==> config.mk <==
export PLATFORM = sky130hd
export DESIGN_NAME = sccb_reg_sequencer
export DESIGN_NICKNAME = d
export VERILOG_FILES = /design/src/rtl/sccb_reg_sequencer.sv
export SDC_FILE = /design/constraint.sdc
export NUM_CORES = 1
export LEC_CHECK = 0
export CAP_MARGIN = 20
export CORE_ASPECT_RATIO = 1.5
export CORE_MARGIN = 1
export CORE_UTILIZATION = 60
export CTS_BUF_LIST = sky130_fd_sc_hd__clkbuf_2 sky130_fd_sc_hd__clkbuf_4 sky130_fd_sc_hd__clkbuf_8
export DETAILED_ROUTE_END_ITERATION = 16
export DONT_BUFFER_PORTS = 1
export GPL_TIMING_DRIVEN = 1
export PLACE_DENSITY = 0.74
export SLEW_MARGIN = 30
export SYNTH_ARGS = -nofsm -noshare
export SYNTH_HDL_FRONTEND = slang
export SYNTH_SLANG_ARGS = --single-unit
==> constraint.sdc <==
create_clock -name iCLK -period 7.3 [get_ports iCLK]
set_clock_uncertainty 0.05 [all_clocks]
set_input_delay 1.095 -clock iCLK [delete_from_list [all_inputs] [get_ports iCLK]]
set_output_delay 1.095 -clock iCLK [all_outputs]
set_load 0.02 [all_outputs]
==> src/rtl/sccb_reg_sequencer.sv <==
// SCCB register sequencer: walks a register LUT and issues one SCCB
// write per entry, with delay entries, end marker, NACK retry and restart.
`timescale 1ns/1ps
module sccb_reg_sequencer #(
    parameter int INDEX_W      = 8,
    parameter int LUT_BASE     = 2,
    parameter int LUT_SIZE     = 4,
    parameter int TICKS_PER_MS = 25000,
    parameter int MAX_RETRY    = 3,
    parameter int AUTO_START   = 1
) (
    input  logic               iCLK,
    input  logic               iRST_N,
    input  logic               iSTART,
    input  logic [7:0]         iSLAVE_ADDR,
    output logic [INDEX_W-1:0] LUT_INDEX,
    input  logic [15:0]        LUT_DATA,
    output logic               oREQ,
    output logic [7:0]         oDEV_ADDR,
    output logic [7:0]         oREG_ADDR,
    output logic [7:0]         oREG_DATA,
    input  logic               iACK,
    input  logic               iNACK,
    output logic               oBUSY,
    output logic               oDONE,
    output logic               oERR,
    output logic [INDEX_W-1:0] oERR_INDEX
);

    localparam int DLY_W = $clog2(TICKS_PER_MS * 255 + 1);
    localparam int RTY_W = $clog2(MAX_RETRY + 2);

    localparam logic [INDEX_W-1:0] FIRST = INDEX_W'(LUT_BASE);
    localparam logic [INDEX_W-1:0] LAST  = INDEX_W'(LUT_BASE + LUT_SIZE - 1);

    localparam logic [3:0] S_IDLE   = 4'd0;
    localparam logic [3:0] S_FETCH  = 4'd1;
    localparam logic [3:0] S_DECODE = 4'd2;
    localparam logic [3:0] S_ISSUE  = 4'd3;
    localparam logic [3:0] S_WAIT   = 4'd4;
    localparam logic [3:0] S_DELAY  = 4'd5;
    localparam logic [3:0] S_NEXT   = 4'd6;
    localparam logic [3:0] S_DONE   = 4'd7;
    localparam logic [3:0] S_FAIL   = 4'd8;

    logic [3:0]       state;
    logic [DLY_W-1:0] delay_cnt;
    logic [RTY_W-1:0] retry_cnt;
    logic             is_end;
    logic             is_delay;
    logic [DLY_W-1:0] delay_len;
    logic             launch;

    // Classify the current LUT word and size a delay entry in clock ticks.
    always_comb begin
        is_end    = (LUT_DATA == 16'hFFFF);
        is_delay  = (LUT_DATA[15:8] == 8'hFF);
        delay_len = DLY_W'(TICKS_PER_MS) * DLY_W'(LUT_DATA[7:0]);
        launch    = iSTART || (state == S_IDLE && AUTO_START != 0);
    end

    // Sequencer FSM; the delay counter spans DELAY entry to the next FETCH.
    always_ff @(posedge iCLK) begin
        if (!iRST_N) begin
            state      <= S_IDLE;
            LUT_INDEX  <= FIRST;
            oREQ       <= 1'b0;
            oDEV_ADDR  <= 8'h00;
            oREG_ADDR  <= 8'h00;
            oREG_DATA  <= 8'h00;
            oBUSY      <= 1'b0;
            oDONE      <= 1'b0;
            oERR       <= 1'b0;
            oERR_INDEX <= '0;
            delay_cnt  <= '0;
            retry_cnt  <= '0;
        end else begin
            unique case (state)
                S_IDLE, S_DONE, S_FAIL: begin
                    if (launch) begin
                        oDONE     <= 1'b0;
                        oERR      <= 1'b0;
                        retry_cnt <= '0;
                        LUT_INDEX <= FIRST;
                        if (LUT_SIZE == 0) begin
                            oDONE <= 1'b1;
                            state <= S_DONE;
                        end else begin
                            oBUSY <= 1'b1;
                            state <= S_FETCH;
                        end
                    end
                end
                S_FETCH: state <= S_DECODE;
                S_DECODE: begin
                    if (is_end) begin
                        oDONE <= 1'b1;
                        oBUSY <= 1'b0;
                        state <= S_DONE;
                    end else if (is_delay) begin
                        if (LUT_DATA[7:0] == 8'h00) begin
                            state <= S_NEXT;
                        end else begin
                            delay_cnt <= delay_len - DLY_W'(1);
                            state     <= S_DELAY;
                        end
                    end else begin
                        oDEV_ADDR <= iSLAVE_ADDR;
                        oREG_ADDR <= LUT_DATA[15:8];
                        oREG_DATA <= LUT_DATA[7:0];
                        state     <= S_ISSUE;
                    end
                end
                S_ISSUE: begin
                    oREQ  <= 1'b1;
                    state <= S_WAIT;
                end
                S_WAIT: begin
                    if (iNACK) begin
                        oREQ <= 1'b0;
                        if (retry_cnt < RTY_W'(MAX_RETRY)) begin
                            retry_cnt <= retry_cnt + RTY_W'(1);
                            state     <= S_ISSUE;
                        end else begin
                            oERR_INDEX <= LUT_INDEX;
                            oERR       <= 1'b1;
                            oBUSY      <= 1'b0;
                            state      <= S_FAIL;
                        end
                    end else if (iACK) begin
                        oREQ      <= 1'b0;
                        retry_cnt <= '0;
                        state     <= S_NEXT;
                    end
                end
                S_DELAY: begin
                    if (delay_cnt <= DLY_W'(1)) begin
                        delay_cnt <= '0;
                        state     <= S_NEXT;
                    end else begin
                        delay_cnt <= delay_cnt - DLY_W'(1);
                    end
                end
                S_NEXT: begin
                    if (LUT_INDEX == LAST) begin
                        oDONE <= 1'b1;
                        oBUSY <= 1'b0;
                        state <= S_DONE;
                    end else begin
                        LUT_INDEX <= LUT_INDEX + INDEX_W'(1);
                        state     <= S_FETCH;
                    end
                end
                default: state <= S_IDLE;
            endcase
        end
    end

endmodule

== After elaboration in Yosys (flattened, before gate mapping) ==
Cells that the tools add are included.

* $add $sub $neg: 4
* $mul: 1
* $lt $le $gt $ge: 2
* Eq/ne operators: 23
* Mux-type cells: 39
* Bitwise gates (word level): 3
* Reduce and logical (&&, ||, !) cells: 20

{| class="wikitable"
|+ Operator list
! cell !! number
|-
| 23-bit two-way mux || 4
|-
| 23-bit one-hot mux with 2 select lines || 1
|-
| 23-bit by 1-bit subtractor with 23-bit output (second input constant) || 2
|-
| 4-bit two-way mux || 7
|-
| 4-bit one-hot mux with 7 select lines || 1
|-
| 23-bit by 1-bit <= comparator with 1-bit output (second input constant) || 1
|-
| 12-bit by 8-bit multiplier with 20-bit output (first input constant) || 1
|-
| 2-bit != test (second input constant) || 10
|-
| 16-bit equality test (second input constant) || 1
|-
| 4-bit by 3-bit equality test with 1-bit output (second input constant) || 4
|-
| 8-bit two-way mux || 2
|-
| 8-bit one-hot mux with 2 select lines || 1
|-
| 4-bit AND reduction || 4
|-
| 3-bit two-way mux || 5
|-
| 1-bit two-way mux || 12
|-
| 3-bit AND reduction || 4
|-
| 8-bit by 1-bit adder with 8-bit output (second input constant) || 1
|-
| 4-bit by 2-bit equality test with 1-bit output (second input constant) || 2
|-
| 8-bit by 3-bit equality test with 1-bit output (second input constant) || 1
|-
| 8-bit equality test (second input constant) || 1
|-
| 8-bit zero test || 1
|-
| 2-bit nonzero test || 4
|-
| 3-bit != test (second input constant) || 2
|-
| 3-bit one-hot mux with 2 select lines || 1
|-
| 16 further kinds || 19
|}

* Flip-flop bits (word level): 74
* Bits of input ports: 29
* Output and inout bits: 44

== Depth between registers and ports, before layout ==
* Word-level depth: 6
* Depth in mapped cells: 15

== Worst setup path before layout ==
No wires, ideal clock.

* Path type: input-to-reg
* Start: in LUT_DATA[3]
* End: reg delay_cnt[21]
* Arrival time: 4.916 ns
* Slack: 2.272 ns
* Cell stages on the path: 13
* Path buffers: 0
* Path through: ha_1 > fa_1 > fa_1 > ha_1 > ha_1 > a21o_1 > a31o_1 > o21a_1 > or3_4 > a211oi_4 > nand4_2 > or4_1 > nand3_1

* Longest elaborated chain between the ends: 6

{| class="wikitable"
|+ RTL lines
! item !! line !! source
|-
| from (decl) || 17 || <nowiki>input logic [15:0] LUT_DATA,</nowiki>
|-
| 12-bit by 8-bit multiplier with 20-bit output || 58 || <nowiki>delay_len = DLY_W'(TICKS_PER_MS) * DLY_W'(LUT_DATA[7:0]);</nowiki>
|-
| 23-bit by 1-bit subtractor with 23-bit output || 104 || <nowiki>delay_cnt <= delay_len - DLY_W'(1);</nowiki>
|-
| 23-bit two-way mux || 101 || <nowiki>if (LUT_DATA[7:0] == 8'h00) begin</nowiki>
|-
| 23-bit two-way mux || 100 || <nowiki>end else if (is_delay) begin</nowiki>
|-
| 23-bit two-way mux || 96 || <nowiki>if (is_end) begin</nowiki>
|-
| 23-bit one-hot mux with 2 select lines || 78 || <nowiki>unique case (state)</nowiki>
|-
| to (signal assigned) || 104 ||
|-
| to (signal assigned) || 141 || <nowiki>delay_cnt <= delay_cnt - DLY_W'(1);</nowiki>
|-
| to (decl) || 47 || <nowiki>logic [DLY_W-1:0] delay_cnt;</nowiki>
|}

Parallel ways exist; a longest one is shown, timed or not. The select of a mux whose other input is x is not followed.
A chain may end at the register's enable or synchronous reset.

== Final worst setup path ==
* Start: in LUT_DATA[2]
* End: reg delay_cnt[21]

Same word-level chain as after synthesis.

==> impl_results.md <==
* Status: finished, final reports clean
* Hold Crit Class: flop to flop
* Drt first pass iters at 5
* Vias in the first global route at 4895
* Nets@finish at 787
* Syn Std Cell Area at 5510 um^2
* Post-CTS resize count at 0
* Synthesis-to-layout area growth at 5.09%
* Fin Setup TNS at 0 ps
* Core ar. at 8880 um^2
* Clock transition at path regs at 80 ps
* R2r endpoint: state[3]
* CTS tree: done
* Initial Util at 62.0%
* Routed WL at 13.8 mm
* Synth Instances at 694
* CTS Buf Count at 9
* Crit path launch type: input pin
* Total track usage at 29.7%
* Die H at 119 um
* Worst Path Class, Setup: input pin to flop
* Final period utilization at 67.1%
* Largest net degree at the start of global routing at 54
* Mapped Nets at 799
* Sequential Area at 1480 um^2
* Number of fill cells at 784
* Most frequent cells in the layout: nand2_1 (93), nor2_1 (79), dfxtp_1 (74)
* Buffers on Ports at 0
* Multi-input logic area at 3840 um^2
* DP Area at 5580 um^2
* Relative slew slack at 36.5%
* Clk_lat worst skew at 360 ps
* FF-to-FF setup slack at 4240 ps
* CP arrival at 5150 ps
* GPL Wtd Cong at 0.947
* WHS at 459 ps
* Max_cap viols at 0
* Most common cell after layout, fill and taps aside: nand2_1
* Cell Rows at 42
* Critical Path Fanout Max at 6
* First-pass GRT wire length at 22.5 mm
* Detailed router's first-iteration violation count at 261
* Die W at 80.2 um
* Top_reg_cell synth: dfxtp_1
* Seq/Total Area, Yosys at 26.9%
* Final instance area at 5790 um^2
* Final setup fails at 0
* Placed insts at 781
* Tightest Pin Transition at 952 ps
* Leakage at 2.44 nW
* Pwr/cell area at 287 nW/um^2
* Hold wc startpoint: delay_cnt[3]
* Share of cells above drive strength 1 at 5.53%
* Root Driver: clkbuf_8
* Post-route ant nets at 0
* Synth Register Bits at 74
* Clk buf depth at 2
* Distinct cell type count after synthesis at 65
* RSZ-0062 raised after global routing: false
* Via count at 5068
* DP Wirelength at 10.6 mm
* Setup bufs post-CTS at 0
* Synth Warn # at 0
* R2r worst-path depth at 9
* EDFF count, synth at 0
* Synth Area per Inst at 7.93 um^2
* Final hold vios at 0
* Worst EP required at 7550 ps
* WHS Endpoint: delay_cnt[3]
* Final max-slew violation count at 0
* Crit end category: flop
* Post-DR vias/cell at 6.36
* Antenna diodes at 0
* Hold Path Cell Cnt at 2
* Hold-fix buffers, CTS at 0
* # IOs at 73
* VDD IR-drop max at 0.193 mV
* Shortest period the worst path allows at 4900 ps
* Initial antenna violation count at 0
* Clock Sinks at 74
* H-tree depth at 3
* Grt ovf at 0
* Routed WL per cell at 17.3 um
* F_max at 0.204 GHz
* RR Startpoint: delay_cnt[6]
* DRC viols at 0
* DIE AREA at 9570 um^2
* Async SR Flop Fraction at 0%
* Non-filler cells, final at 797
routing by layer:
metal	track usage [%]	wire length, um	vias up
met3	4.52	445	44
li1	-	-	2470
met4	13.7	499	0
met2	55.3	7400	152
met5	0	0	-
met1	31.8	5410	2402
final cells by class:
cell class / count / area share [%]
timing repair buffer: 4 / 0.519
sequential: 74 / 25.6
clock buffer: 10 / 2.38
clock inverter: 6 / 1.12
tap: 110 / 2.38
multi-input combinational: 567 / 66.3
inverter: 26 / 1.69
worst max-delay path: stages:
cell	delay, ps
ha_1	300
ha_1	290
inv_1	50
fa_1	490
inv_1	50
fa_1	470
ha_1	350
a21o_1	220
a221oi_2	370
or4b_1	180
nand3_1	120
nor3_2	390
nand4_2	190
or4_1	490
nand3_1	90
logic make-up after synthesis:
family / count (synthesis) / share of synthesized area [%]
flops: 74 / 26.9
fa+ha+maj: 76 / 18.9
mux: 8 / 1.45
xor+xnor: 28 / 4.45
buf+inv: 53 / 3.64
compound gates: 175 / 20.2
simple gates: 280 / 24.4
state kept, by name, summed over array words and instances, names as in the netlist, 3 cells and up:
signal / cells
oREG_DATA: 8
LUT_INDEX: 8
retry_cnt: 3
oERR_INDEX: 8
oREG_ADDR: 8
state: 4
oDEV_ADDR: 8
delay_cnt: 23
power breakdown:
group	leakage [nW]	switching (mW)	internal (mW)
sequential	0.599	0.102	0.453
clock	0.103	0.158	0.168
combinational	1.74	0.485	0.293
metrics by stage:
stage	total power, mW	util, %	worst slack (ps)
after floorplan	1.17	-	2270
after global placement	1.30	62.8	2140
after detailed placement	1.33	62.9	2030
after CTS	1.66	65.2	2400
after global routing	1.77	65.2	2200
final	1.66	65.2	2400
how the worst max path moves through the flow:
| stage | start | to |
|---|---|---|
| 3_3_place_gp | LUT_DATA[2] | delay_cnt[21] |
| 2_1_floorplan | LUT_DATA[3] | delay_cnt[21] |
| 4_1_cts | LUT_DATA[2] | delay_cnt[21] |
| 6_report | LUT_DATA[2] | delay_cnt[21] |
| 3_5_place_dp | LUT_DATA[2] | delay_cnt[21] |
| 5_1_grt | LUT_DATA[2] | delay_cnt[21] |
synthesized netlist by cell type, types with 4 or more instances:
cell type | n | share of area [%]
a211oi_1 | 8 | 1.1
a21o_1 | 11 | 1.5
a21oi_1 | 68 | 6.2
and2_1 | 4 | 0.45
and3_1 | 5 | 0.57
clkbuf_1 | 26 | 1.8
dfxtp_1 | 74 | 27
fa_1 | 12 | 4.4
ha_1 | 64 | 15
inv_1 | 25 | 1.7
mux2i_1 | 8 | 1.5
nand2_1 | 93 | 6.3
nand2b_1 | 4 | 0.45
nand3_1 | 15 | 1.4
nand3b_1 | 6 | 0.82
nand4_1 | 13 | 1.5
nor2_1 | 80 | 5.5
nor2b_1 | 10 | 1.1
nor3_1 | 20 | 1.8
nor4_1 | 10 | 1.1
o211ai_1 | 10 | 1.4
o21ai_0 | 35 | 3.2
o31ai_1 | 5 | 0.68
xnor2_1 | 13 | 2.1
xor2_1 | 15 | 2.4
No activity file was read; power rests on OpenSTA's default activity.
